[src/rtl/awgn_clt_gauss_if.sv]
// Handshake bundle between the URNG source, the CLT Gaussian former and the noise datapath.
// The master side drives the uniform stream and downstream ready; the slave side is the former itself.
interface awgn_clt_gauss_if #(
   parameter int unsigned OUT_W = 18
);
   logic [31:0]      urng_in;
   logic             urng_valid;
   logic             urng_ready;
   logic [OUT_W-1:0] gauss_out;
   logic             gauss_valid;
   logic             gauss_ready;
   logic [31:0]      gauss_count;

   modport master (
      output urng_in, urng_valid, gauss_ready,
      input  urng_ready, gauss_out, gauss_valid, gauss_count
   );

   modport slave (
      input  urng_in, urng_valid, gauss_ready,
      output urng_ready, gauss_out, gauss_valid, gauss_count
   );
endinterface

[src/rtl/awgn_clt_gauss.sv]
// Central-limit Gaussian former: sums N_SUM uniform MSB slices and recentres the sum to a
// signed zero-mean sample held in a valid/ready output register.
module awgn_clt_gauss #(
   parameter int unsigned N_SUM = 4,
   parameter int unsigned IN_W  = 16
) (
   input logic             clk,
   input logic             rstn,
   awgn_clt_gauss_if.slave bus
);
   localparam int unsigned      CNT_W    = $clog2(N_SUM);
   localparam int unsigned      OUT_W    = IN_W + CNT_W;
   localparam logic [CNT_W-1:0] CNT_LAST = CNT_W'(N_SUM - 1);

   logic [CNT_W-1:0] r_cnt;
   logic [CNT_W-1:0] w_cnt_nxt;
   logic [OUT_W-1:0] r_acc;
   logic [OUT_W-1:0] w_acc_nxt;
   logic [OUT_W-1:0] r_gauss_out;
   logic [OUT_W-1:0] w_gauss_out_nxt;
   logic             r_gauss_valid;
   logic             w_gauss_valid_nxt;
   logic [31:0]      r_gauss_count;
   logic [31:0]      w_gauss_count_nxt;

   logic [OUT_W-1:0] w_u;
   logic [OUT_W-1:0] w_sum;
   logic             w_last;
   logic             w_urng_ready;
   logic             w_accept;
   logic             w_xfer;
   logic             w_unused_urng;

   assign w_u           = OUT_W'(bus.urng_in[31 -: IN_W]);
   assign w_sum         = r_acc + w_u;
   assign w_last        = (r_cnt == CNT_LAST);
   assign w_unused_urng = ^bus.urng_in;

   // Only the group-closing sample can stall, and only when the held result is not leaving.
   assign w_urng_ready  = !(w_last && r_gauss_valid && !bus.gauss_ready);
   assign w_accept      = bus.urng_valid && w_urng_ready;
   assign w_xfer        = r_gauss_valid && bus.gauss_ready;

   always_comb begin
      w_cnt_nxt         = r_cnt;
      w_acc_nxt         = r_acc;
      w_gauss_out_nxt   = r_gauss_out;
      w_gauss_valid_nxt = r_gauss_valid;
      w_gauss_count_nxt = r_gauss_count;

      if (w_xfer) begin
         w_gauss_valid_nxt = 1'b0;
         w_gauss_count_nxt = r_gauss_count + 32'd1;
      end

      if (w_accept) begin
         if (w_last) begin
            // Subtracting N_SUM*2^(IN_W-1) = 2^(OUT_W-1) is an MSB flip of the unsigned sum.
            w_gauss_out_nxt   = {~w_sum[OUT_W-1], w_sum[OUT_W-2:0]};
            w_gauss_valid_nxt = 1'b1;
            w_acc_nxt         = '0;
            w_cnt_nxt         = '0;
         end else begin
            w_acc_nxt = w_sum;
            w_cnt_nxt = r_cnt + CNT_W'(1);
         end
      end
   end

   always_ff @(posedge clk or negedge rstn) begin
      if (!rstn) begin
         r_cnt         <= '0;
         r_acc         <= '0;
         r_gauss_out   <= '0;
         r_gauss_valid <= 1'b0;
         r_gauss_count <= '0;
      end else begin
         r_cnt         <= w_cnt_nxt;
         r_acc         <= w_acc_nxt;
         r_gauss_out   <= w_gauss_out_nxt;
         r_gauss_valid <= w_gauss_valid_nxt;
         r_gauss_count <= w_gauss_count_nxt;
      end
   end

   assign bus.urng_ready  = w_urng_ready;
   assign bus.gauss_out   = r_gauss_out;
   assign bus.gauss_valid = r_gauss_valid;
   assign bus.gauss_count = r_gauss_count;

endmodule

[src/flat_wrapper.sv]
// flat-port wrapper written by rule: the top's interface ports become plain ports
module awgn_clt_gauss_flat 
#(
   parameter int unsigned N_SUM = 4,
   parameter int unsigned IN_W  = 16
)
  (clk, rstn, bus_urng_in, bus_urng_valid, bus_gauss_ready, bus_urng_ready, bus_gauss_out, bus_gauss_valid, bus_gauss_count);
  awgn_clt_gauss_if #(.OUT_W((18))) bus_i ();
  input logic clk;
  input logic rstn;
  input wire logic [$bits(bus_i.urng_in)-1:0] bus_urng_in;
  input wire logic [$bits(bus_i.urng_valid)-1:0] bus_urng_valid;
  input wire logic [$bits(bus_i.gauss_ready)-1:0] bus_gauss_ready;
  output wire logic [$bits(bus_i.urng_ready)-1:0] bus_urng_ready;
  output wire logic [$bits(bus_i.gauss_out)-1:0] bus_gauss_out;
  output wire logic [$bits(bus_i.gauss_valid)-1:0] bus_gauss_valid;
  output wire logic [$bits(bus_i.gauss_count)-1:0] bus_gauss_count;
  assign bus_i.urng_in = bus_urng_in;
  assign bus_i.urng_valid = bus_urng_valid;
  assign bus_i.gauss_ready = bus_gauss_ready;
  assign bus_urng_ready = bus_i.urng_ready;
  assign bus_gauss_out = bus_i.gauss_out;
  assign bus_gauss_valid = bus_i.gauss_valid;
  assign bus_gauss_count = bus_i.gauss_count;
  awgn_clt_gauss #(.N_SUM(N_SUM), .IN_W(IN_W)) u_core (.clk(clk), .rstn(rstn), .bus(bus_i));
endmodule
[config.mk]
export PLATFORM = sky130hd
export DESIGN_NAME = awgn_clt_gauss_flat
export DESIGN_NICKNAME = d
export VERILOG_FILES = /design/src/rtl/awgn_clt_gauss_if.sv /design/src/rtl/awgn_clt_gauss.sv /design/src/flat_wrapper.sv
export SDC_FILE = /design/constraint.sdc
export NUM_CORES = 1
export LEC_CHECK = 0
export ABC_CLOCK_PERIOD_IN_PS = 3200
export CORE_ASPECT_RATIO = 1.25
export CORE_MARGIN = 4
export CORE_UTILIZATION = 45
export DETAILED_ROUTE_END_ITERATION = 16
export PLACE_DENSITY_LB_ADDON = 0.3
export SYNTH_ARGS = -nofsm -noshare
export SYNTH_HDL_FRONTEND = slang
export SYNTH_SLANG_ARGS = --single-unit
export TNS_END_PERCENT = 50
[constraint.sdc]
create_clock -name clk -period 3.2 [get_ports clk]
set_input_delay 0.64 -clock clk [delete_from_list [all_inputs] [get_ports clk]]
set_output_delay 0.64 -clock clk [all_outputs]
set_load 0.02 [all_outputs]
After elaboration in Yosys (flattened, before gate mapping)
Cells that the tools add are included.
{"block": "word_totals", "regBits": 71, "input_bits": 36, "output_inout_bits": 52}
{"block": "classes", "n_addsub": 3, "n_eq_ne": 1, "n_mux": 5, "n_bitwise": 1, "n_reduce_logical": 7}
{"cell": "32-bit by 1-bit adder with 32-bit output, second input constant", "n": 1}
{"cell": "18-bit by 16-bit adder with 18-bit output", "n": 1}
{"cell": "18-bit 2-to-1 mux", "n": 1}
{"cell": "1-bit logical AND", "n": 4}
{"cell": "1-bit 2-to-1 mux", "n": 3}
{"cell": "2-bit by 1-bit adder with 2-bit output, second input constant", "n": 1}
{"cell": "2-bit == test, second input constant", "n": 1}
{"cell": "1-bit logical NOT", "n": 2}
{"cell": "2-bit 2-to-1 mux", "n": 1}
{"cell": "2-bit AND reduction", "n": 1}
{"cell": "1-bit NOT", "n": 1}

Depth between registers and ports, before layout
Gate-level depths: netlist of the first run.
{"block": "logic_depth", "ltp_word": 6, "mapped_depth": 8, "mapped_depth_nobuf": 8}

Least setup slack after synthesis of the first run
No wires, ideal clock.
{"block": "synth_timing", "kind": "input -> register", "startpoint": "input port bus_urng_in[16]", "endpoint": "register u_core.r_gauss_out[12], in the netlist u_core.bus.gauss_out[12]", "arrival_time_ns": 2.495, "setup_slack_ns": 0.580, "cell_stages": 8, "n_path_buf": 0, "cell_sequence": "ha_1 fa_1 a21o_1 a221oi_2 a31oi_1 nand2b_4 xor2_1 mux2_2"}
{"block": "synth_via", "elab_chain_len": 1}
{"item": "start: declaration", "line_no": "flat_wrapper.sv:11", "rtl": "input wire logic [$bits(bus_i.urng_in)-1:0] bus_urng_in;"}
{"item": "18-bit by 16-bit adder with 18-bit output", "line_no": "awgn_clt_gauss.sv:35", "rtl": "assign w_sum = r_acc + w_u;"}
{"item": "end signal: assignment", "line_no": "awgn_clt_gauss.sv:80", "rtl": "r_gauss_out <= w_gauss_out_nxt;"}
{"item": "end: declaration", "line_no": "awgn_clt_gauss.sv:19", "rtl": "logic [OUT_W-1:0] r_gauss_out;"}
Every way passes these cells.
A chain may end at the register's enable or synchronous reset.

Worst setup path after layout of the first run
{"block": "layout_timing", "startpoint": "input port bus_urng_in[16]", "endpoint": "register u_core.r_gauss_out[10], in the netlist u_core.bus.gauss_out[10]"}
The elaborated chain is that of the path after synthesis.

==> results of run 1 <==
==> cells by family after synthesis <==
| group | after synthesis |
|---|---|
| adder cells (fa/ha/maj) | 19 |
| XOR/XNOR | 43 |
| buffers and inverters | 16 |
| AO/OA/AOI/OAI | 73 |
| flip-flops | 71 |
| multiplexers | 6 |
| AND/OR/NAND/NOR | 139 |
==> worst max-delay path: stages <==
cell and delay (ns):
clkdlybuf4s50_1 0.41, ha_1 0.23, fa_1 0.42, a21o_1 0.22
a221oi_2 0.30, buf_4 0.17, nand3_1 0.09, a31oi_2 0.20
xnor2_1 0.10, mux2_4 0.26
==> synthesized netlist by cell type, drive strengths merged, types with 2 or more instances <==
cell | number | area share
dfrtp | 71 | 0.48
nand2 | 60 | 0.062
xnor2 | 32 | 0.076
o21ai | 24 | 0.035
nand3 | 23 | 0.031
nor2 | 20 | 0.020
ha | 18 | 0.061
a21oi | 17 | 0.023
xor2 | 11 | 0.026
nand4 | 10 | 0.019
a21o | 9 | 0.018
inv | 8 | 0.0081
clkbuf | 7 | 0.0071
nor3 | 7 | 0.013
and3 | 5 | 0.0098
mux2 | 5 | 0.016
a22o | 4 | 0.0095
and4 | 4 | 0.0095
nor4 | 3 | 0.0091
o21a | 3 | 0.0061
o31ai | 3 | 0.0061
a22oi | 2 | 0.0041
a31o | 2 | 0.0047
a31oi | 2 | 0.0051
and2 | 2 | 0.0034
o211ai | 2 | 0.0041
==> routing by layer <==
metal / part of all wire / wire (um) / global-route usage
met3: 0.049 / 408 / 0.0337
met4: 0.024 / 202 / 0.100
met1: 0.42 / 3550 / 0.219
met2: 0.50 / 4230 / 0.322
met5: 0 / 0 / 0
==> state kept, by name (all words and copies together), names as in the netlist <==
register	cells
u_core.bus.gauss_out	18
u_core.r_cnt	2
u_core.bus.gauss_valid	1
u_core.bus.gauss_count	32
u_core.r_acc	18
==> final cells by class <==
cell class | instances | area, um^2
Fill cell | 656 | 3120
Multi-Input combinational cell | 280 | 1860
Sequential cell | 71 | 1780
Timing Repair Buffer | 78 | 758
Clock buffer | 13 | 159
Tap cell | 95 | 119
Clock inverter | 3 | 65.1
Inverter | 8 | 30.0
==> through the flow <==
stage               cells  utilization  hold WS [ns]  power, W  setup slack (ns)
finish                548        0.605         0.480   0.00400             0.407
global route          548        0.605         0.506   0.00431             0.278
CTS                   548        0.605         0.483   0.00403             0.403
detailed placement    532        0.576         0.465   0.00320            0.0186
global placement      532        0.576         0.458   0.00314            0.0475
floorplan             367            -         0.344   0.00258             0.580
==> power groups by stage <==
stage,Clock [W],Combinational [W],Sequential [W]
floorplan,0,0.00110,0.00148
global placement,0,0.00180,0.00135
detailed placement,0,0.00185,0.00135
CTS,0.000834,0.00185,0.00134
global route,0.000863,0.00206,0.00138
finish,0.000812,0.00184,0.00134
==> worst min path at each step <==
stage                                from                          to  slack [ns]  cells past startpoint
4_1_cts                   u_core.r_acc[0]             u_core.r_acc[0]        0.48                      2
6_report          u_core.bus.gauss_out[1]     u_core.bus.gauss_out[1]        0.48                      2
2_1_floorplan                        rstn   u_core.bus.gauss_count[0]        0.34                      0
3_3_place_gp              u_core.r_acc[0]             u_core.r_acc[0]        0.46                      2
5_1_grt        u_core.bus.gauss_count[21]  u_core.bus.gauss_count[21]        0.51                      1
3_5_place_dp              u_core.r_acc[0]             u_core.r_acc[0]        0.47                      2
==> impl_metrics.env, run 1 <==
export IMPL_swShare=0.380
export IMPL_grt_max_degree=72
export IMPL_p_switching_w=0.00152
export IMPL_cts_resized_gates=0
export IMPL_io_pins=88
export IMPL_grt_pass1_vias=3065
export IMPL_die_height_um=109
export IMPL_place_hpwl_um=6210
export IMPL_wl_per_cell_um=15.3
export IMPL_r2r_end="u_core.bus.gauss_out[10]"
export IMPL_synth_compound_area_frac=0.129
export IMPL_synth_edf_count=0
export IMPL_p_int_w=0.00248
export IMPL_via_per_inst=5.48
export IMPL_yosysSeqAreaShare=0.481
export IMPL_postCtsHoldBufs=0
export IMPL_worstPathRequired_ns=3.44
export IMPL_synth_nets=422
export IMPL_hp_class="reg -> reg"
export IMPL_first_pass_iters=4
export IMPL_dpl_instance_area_mm2=0.00454
export IMPL_synthSimpleGateAreaFrac=0.187
export IMPL_synth_cell_types=47
export IMPL_port_buffers=71
export IMPL_sequentialPowerShare=0.335
export IMPL_hold_viol_final=0
export IMPL_synth_fa_ha_area_frac=0.0663
export IMPL_critical_path_startpoint="bus_urng_in[16]"
export IMPL_path_clk_slew_ns=0.07
export IMPL_final_max_slew_violation_count=0
export IMPL_outcome="finished clean"
export IMPL_antenna_found_initial=0
export IMPL_rrSetupSlack_ns=0.74
export IMPL_synth_xor_area_share=0.102
export IMPL_grt_pass1_wl_um=14000
export IMPL_rows=36
export IMPL_groute_usage_overall=0.187
export IMPL_fmax_mhz=358
export IMPL_cp_endpoint="u_core.bus.gauss_out[10]"
export IMPL_tritoncts="built"
export IMPL_drc=0
export IMPL_grt_setup_unrepaired="false"
export IMPL_synthFlopType="dfrtp_1"
export IMPL_area_growth_pct=28.9
export IMPL_clkLatencyLatePin_ns=0.35
export IMPL_cp_max_fo=3
export IMPL_nets=503
export IMPL_criticalPathCategory="in -> reg"
export IMPL_final_common_cell="dfrtp_1"
export IMPL_final_area_mm2=0.00477
export IMPL_mostFrequentLayoutCells="dfrtp_1, clkdlybuf4s50_1, nand2_1"
export IMPL_clock_sinks=71
export IMPL_ys_seq_elements=71
export IMPL_root_buffer="clkbuf_8"
export IMPL_antenna_left=0
export IMPL_min_period_ns=2.79
export IMPL_synth_top_family_by_area="simple AND/OR/NAND/NOR gates"
export IMPL_grt_remaining_overflow=0
export IMPL_power_frac_comb=0.461
export IMPL_start_kind="primary input"
export IMPL_synth_cells=367
export IMPL_drive_above_1_share=0.0861
export IMPL_p_per_area_mw_per_mm2=839
export IMPL_synth_area_mm2=0.00370
export IMPL_numCtsBuffers=9
export IMPL_arrival_ns=3.03
export IMPL_cap_violations=0
export IMPL_start_util=0.469
export IMPL_htreeDepth=3
export IMPL_cts_buffer_depth=2
export IMPL_tightest_slew_ns=0.888
export IMPL_gp_congestion=0.839
export IMPL_synthArstFlopShare=1.00
export IMPL_avgSynthCellArea_um2=10.1
export IMPL_die_area_mm2=0.00974
export IMPL_drtIter0Drc=87
export IMPL_die_w_um=89.1
export IMPL_antenna_cells=0
export IMPL_finalSetupTns_ns=0
export IMPL_setup_viol=0
export IMPL_timing_rr_start="u_core.r_acc[0]"
export IMPL_power_frac_clock=0.203
export IMPL_period_share=0.873
export IMPL_core_mm2=0.00788
export IMPL_wl_um=8390
export IMPL_max_vdd_ir_drop_mv=0.415
export IMPL_slew_headroom=0.408
export IMPL_ys_warnings_count=0
export IMPL_leakagePower_nw=2.16
export IMPL_end_kind="flip-flop"
export IMPL_vias=3005
export IMPL_postCtsSetupBuffers=0
export IMPL_muxShareOfSynthArea=0.0190
export IMPL_finalClockSkew_ns=0.00841
export IMPL_rr_worst_depth=9
(Power assumes the default switching activity.)
==> inputs of run 2 (changes only) <==
--- a/config.mk
+++ b/config.mk
@@ -5,8 +5,8 @@
 export SDC_FILE = /design/constraint.sdc
 export NUM_CORES = 1
 export LEC_CHECK = 0
-export ABC_CLOCK_PERIOD_IN_PS = 3200
-export CORE_ASPECT_RATIO = 1.25
+export ABC_CLOCK_PERIOD_IN_PS = 2380
+export CORE_ASPECT_RATIO = 1.4
 export CORE_MARGIN = 4
 export CORE_UTILIZATION = 45
 export DETAILED_ROUTE_END_ITERATION = 16
==> constraint.sdc (replaced) <==
create_clock -name clk -period 2.38 [get_ports clk]
set_input_delay 0.476 -clock clk [delete_from_list [all_inputs] [get_ports clk]]
set_output_delay 0.476 -clock clk [all_outputs]
set_load 0.02 [all_outputs]
==> run 2 against run 1 <==
Cell area increased by 7.3%. Sequential power increased by 36%. Total power increased by 43%. Clock skew decreased by 0.0011 ns. Wire length increased by 8.9%. Combinational power increased by 59%. Sequential share of layout area decreased by 2.5 points. Die area increased by 0.12%. Critical endpoint unchanged.
==> impl_metrics.env, run 2 (same netlist as run 1, synthesis figures left out) <==
export IMPL_vias=3186
export IMPL_port_buffers=71
export IMPL_tritoncts="built"
export IMPL_slowest_delay_ns=0.41
export IMPL_cp_slowest_cell="dfrtp_1"
export IMPL_antenna_left=0
export IMPL_htreeDepth=3
export IMPL_end_kind="flip-flop"
export IMPL_grt_setup_unrepaired="true"
export IMPL_dp_cells=579
export IMPL_gp_congestion=0.880
export IMPL_wl_per_cell_um=15.3
export IMPL_start_kind="flip-flop"
export IMPL_grt_max_degree=50
export IMPL_finalClockSkew_ns=0.00733
export IMPL_rrSetupSlack_ns=0.04
export IMPL_groute_usage_overall=0.192
export IMPL_wl_um=9130
export IMPL_pre_cts_slack_ns=-0.638
export IMPL_finalSetupTns_ns=0
export IMPL_cap_violations=0
export IMPL_grt_pass1_wl_um=15100
export IMPL_crit_buf_inv=1
export IMPL_start_util=0.468
export IMPL_place_hpwl_um=6940
export IMPL_final_common_cell="dfrtp_1"
export IMPL_antenna_cells=0
export IMPL_hp_class="in -> async"
export IMPL_tightest_slew_ns=0.576
export IMPL_antenna_found_initial=0
export IMPL_die_area_mm2=0.00975
export IMPL_grt_remaining_overflow=0
export IMPL_hold_ws_ns=0.116
export IMPL_slew_headroom=0.616
export IMPL_largest_reg_flops=32
export IMPL_core_mm2=0.00789
export IMPL_hold_viol_final=0
export IMPL_final_max_slew_violation_count=0
export IMPL_die_w_um=84.6
export IMPL_critical_path_top_delay_family="compound AO/OA/AOI/OAI gates"
export IMPL_max_vdd_ir_drop_mv=0.717
export IMPL_stdcell_count=596
export IMPL_cts_buffer_depth=2
export IMPL_rows=38
export IMPL_leakagePower_nw=2.37
export IMPL_clock_sinks=71
export IMPL_setup_viol=0
export IMPL_critical_path_startpoint="u_core.r_acc[0]"
export IMPL_worstPathRequired_ns=2.62
export IMPL_timing_rr_start="u_core.r_acc[0]"
export IMPL_first_pass_iters=4
export IMPL_via_per_inst=5.35
export IMPL_cp_max_fo=2
export IMPL_drtIter0Drc=74
export IMPL_io_pins=88
export IMPL_die_height_um=115
export IMPL_path_clk_slew_ns=0.08
export IMPL_nets=546
export IMPL_final_util=0.648
export IMPL_mostFrequentLayoutCells="dfrtp_1, clkdlybuf4s50_1, nand2_1"
export IMPL_cp_endpoint="u_core.bus.gauss_out[10]"
export IMPL_drive_above_1_share=0.175
export IMPL_outcome="finished clean"
export IMPL_arrival_ns=2.58
export IMPL_setup_slack_ns=0.0396
export IMPL_fmax_mhz=427
export IMPL_grt_pass1_vias=3237
export IMPL_area_growth_pct=38.4
export IMPL_ff_latch_area_mm2=0.00178
export IMPL_numCtsBuffers=9
export IMPL_cp_depth=9
export IMPL_path_cells="ha_4 > fa_2 > a21o_1 > a221oi_2 > buf_4 > nand3_2 > a31oi_2 > xnor2_1 > mux2_4"
export IMPL_drc=0
export IMPL_p_per_area_mw_per_mm2=1120
export IMPL_multi_input_area_mm2=0.00189
export IMPL_root_buffer="clkbuf_8"
export IMPL_period_share=0.983
export IMPL_criticalPathCategory="reg -> reg"
export IMPL_clkLatencyLatePin_ns=0.34
export IMPL_fillers=676
export IMPL_r2r_end="u_core.bus.gauss_out[10]"
export IMPL_rr_worst_depth=9
export IMPL_min_period_ns=2.34
run 2: cell types whose count changed in the layout (fill, tap and decap cells not counted), moves of 2 or more:
cell | previous run | this run
buf_4 | 7 | 49
dlygate4sd2_1 | 0 | 2
clkdlybuf4s50_1 | 70 | 67
clkbuf_8 | 11 | 9
clkinv_4 | 0 | 2
run 2: how the worst min path moves through the flow:
stage / endpoint / slack (ns)
after floorplan: u_core.bus.gauss_count[0] / 0.18
after global placement: u_core.bus.gauss_count[31] / 0.46
after detailed placement: u_core.bus.gauss_out[0] / 0.47
after CTS: u_core.bus.gauss_count[27] / 0.13
after global routing: u_core.bus.gauss_count[22] / 0.14
final: u_core.bus.gauss_count[22] / 0.12
run 2: power breakdown:
part           switching (W)  total [W]  internal [W]
Combinational        0.00147    0.00292       0.00146
Clock               0.000494   0.000985      0.000490
Sequential          0.000265    0.00182       0.00156
Total                0.00223    0.00573       0.00350
run 2: timing repair:
action / CTS / global route
buffers inserted: 1 / 0
pin swaps: 5 / 0
hold buffers: 0 / 0
setup endpoints to repair: 12 / 12
gates resized for setup: 2 / 5
run 2: stage by stage:
stage / instance area [um^2] / power, W
2_1_floorplan: 3720 / 0.00350
3_3_place_gp: 4900 / 0.00464
3_5_place_dp: 4900 / 0.00472
4_1_cts: 5100 / 0.00574
5_1_grt: 5120 / 0.00615
6_report: 5120 / 0.00573
run 2: final cells by class:
class,count,area share
repair buffers,121,0.214
clock buffers,10,0.0249
clock inverters,6,0.0135
well taps,100,0.0245
inverters,8,0.00587
flip-flops and latches,71,0.347
multi-input cells,280,0.370
run 2: layer usage:
layer	vias up	routed length, um	global-route usage
li1	1545	-	-
met2	87	4730	0.344
met3	24	418	0.0409
met5	-	0	0
met4	0	203	0.0729
met1	1530	3770	0.226
==> inputs of run 3 (changes only) <==
--- a/config.mk
+++ b/config.mk
@@ -9,6 +9,7 @@
 export CORE_ASPECT_RATIO = 1.4
 export CORE_MARGIN = 4
 export CORE_UTILIZATION = 45
+export CTS_BUF_LIST = sky130_fd_sc_hd__clkbuf_16
 export DETAILED_ROUTE_END_ITERATION = 16
 export PLACE_DENSITY_LB_ADDON = 0.3
 export SYNTH_ARGS = -nofsm -noshare
==> run 3 against run 2 <==
The flow now finishes with violations (negative setup slack). Flip-flop and latch count is the same. Cell count grew 0.17%. Sequential power is essentially flat. Total power grew 8.7%. Setup slack lost 0.078 ns. First-iteration DRC count grew 61%. Via count grew 1.3%. Cell area grew 2.8%. Clock power grew 38%. Die area is the same. Global-route usage grew 0.64 points. Clock skew grew 0.0010 ns.
==> impl_metrics.env, run 3 (same netlist as run 1, synthesis figures left out) <==
export IMPL_outcome="finished with violations"
export IMPL_violations="negative setup slack"
export IMPL_place_hpwl_um=6940
export IMPL_grtUsageMet1=0.229
export IMPL_fmax_mhz=413
export IMPL_sequentialPowerShare=0.293
export IMPL_start_kind="primary input"
export IMPL_hp_class="in -> async"
export IMPL_htreeDepth=3
export IMPL_tritoncts="built"
export IMPL_vias=3228
export IMPL_grt_remaining_overflow=0
export IMPL_final_max_slew_violation_count=0
export IMPL_area_growth_pct=42.3
export IMPL_gp_congestion=0.880
export IMPL_slew_headroom=0.613
export IMPL_p_switching_w=0.00236
export IMPL_numCtsBuffers=9
export IMPL_rows=38
export IMPL_drtIter0Drc=119
export IMPL_root_buffer="clkbuf_16"
export IMPL_grt_pass1_vias=3335
export IMPL_dpl_instance_area_mm2=0.00490
export IMPL_period_share=1.02
export IMPL_wl_um=9700
export IMPL_hold_viol_final=0
export IMPL_drive_above_1_share=0.183
export IMPL_tightest_slew_ns=0.580
export IMPL_antenna_cells=0
export IMPL_antenna_left=0
export IMPL_arrival_ns=2.63
export IMPL_largest_reg_flops=32
export IMPL_max_vdd_ir_drop_mv=0.710
export IMPL_p_per_area_mw_per_mm2=1180
export IMPL_power_frac_comb=0.488
export IMPL_p_int_w=0.00387
export IMPL_grt_pass1_wl_um=15500
export IMPL_path_clk_slew_ns=0.06
export IMPL_criticalPathCategory="in -> reg"
export IMPL_drc=0
export IMPL_met3_usage=0.0452
export IMPL_leakagePower_nw=2.43
export IMPL_first_pass_iters=4
export IMPL_port_buffers=71
export IMPL_power_w=0.00623
export IMPL_finalClockSkew_ns=0.00835
export IMPL_core_mm2=0.00789
export IMPL_cp_max_fo=2
export IMPL_end_kind="flip-flop"
export IMPL_wl_per_cell_um=16.2
export IMPL_grt_setup_unrepaired="true"
export IMPL_min_period_ns=2.42
export IMPL_worstPathRequired_ns=2.60
export IMPL_use_met2=0.358
export IMPL_antenna_found_initial=0
export IMPL_die_area_mm2=0.00975
export IMPL_die_height_um=115
export IMPL_hold_ws_ns=0.139
export IMPL_grt_max_degree=50
export IMPL_via_per_inst=5.41
export IMPL_swShare=0.379
export IMPL_cts_buffer_depth=2
export IMPL_power_frac_clock=0.218
export IMPL_final_common_cell="dfrtp_1"
export IMPL_mostFrequentLayoutCells="dfrtp_1, clkdlybuf4s50_1, nand2_1"
export IMPL_io_pins=88
export IMPL_groute_usage_overall=0.199
export IMPL_cap_violations=0
export IMPL_setup_slack_ns=-0.0385
export IMPL_clkLatencyLatePin_ns=0.33
export IMPL_top_usage_layer="met2"
export IMPL_start_util=0.468
export IMPL_setup_viol=1
export IMPL_final_area_mm2=0.00526
export IMPL_nets=547
export IMPL_clock_sinks=71
export IMPL_die_w_um=84.6
[run 3: timing repair]
item	in CTS	in global routing
setup buffers	2	0
setup endpoints to repair	13	7
pin swaps	5	0
hold buffers	0	0
gates resized for setup	3	8
[run 3: layout make-up]
| cell class | count | area [um^2] |
|---|---|---|
| fill | 644 | 2630 |
| multi-input combinational | 280 | 1930 |
| sequential | 71 | 1780 |
| timing repair buffer | 122 | 1100 |
| clock buffer | 9 | 225 |
| tap | 100 | 125 |
| clock inverter | 7 | 72.6 |
| inverter | 8 | 30.0 |
[run 3: metal layers]
layer | wire (um) | part of all wire
met1 | 3940 | 0.41
met2 | 5140 | 0.53
met3 | 449 | 0.046
met4 | 170 | 0.018
met5 | 0 | 0
[run 3: final timing paths]
check	cells after the start	slack [ns]	from	to
min in group clk	1	0.47	u_core.bus.gauss_count[31]	u_core.bus.gauss_count[31]
hold reg to reg	1	0.47	u_core.bus.gauss_count[31]	u_core.bus.gauss_count[31]
setup / recovery	10	-0.04	bus_urng_in[16]	u_core.bus.gauss_out[10]
hold / removal	1	0.14	rstn	u_core.bus.gauss_count[22]
setup reg to reg	9	-0.03	u_core.r_acc[0]	u_core.bus.gauss_out[10]
max in group asynchronous	2	1.58	rstn	u_core.r_cnt[0]
[run 3: critical path, stage by stage]
cell and delay [ns]:
dlygate4sd2_1 0.27, ha_4 0.17, fa_2 0.34, a21o_1 0.21, a221oi_2 0.32, buf_4 0.18, nand3_4 0.08, a31oi_4 0.19
xnor2_2 0.12, mux2_4 0.27
[run 3: power by group through the flow]
stage          clock [W]  sequential [W]  combinational [W]
2_1_floorplan          0         0.00200            0.00150
3_3_place_gp           0         0.00182            0.00282
3_5_place_dp           0         0.00183            0.00289
4_1_cts          0.00137         0.00182            0.00293
5_1_grt          0.00143         0.00187            0.00333
6_report         0.00136         0.00183            0.00304
[run 3: stage by stage]
| stage | util | instances | worst slack [ns] | TNS, ns |
|---|---|---|---|---|
| after CTS | 0.660 | 597 | 0.0271 | 0 |
| final | 0.666 | 597 | -0.0385 | -0.0385 |
| after global placement | 0.620 | 579 | -0.557 | -7.20 |
| after detailed placement | 0.620 | 579 | -0.638 | -8.40 |
| after global routing | 0.666 | 597 | -0.103 | -0.271 |
| after floorplan | - | 367 | -0.0169 | -0.0169 |
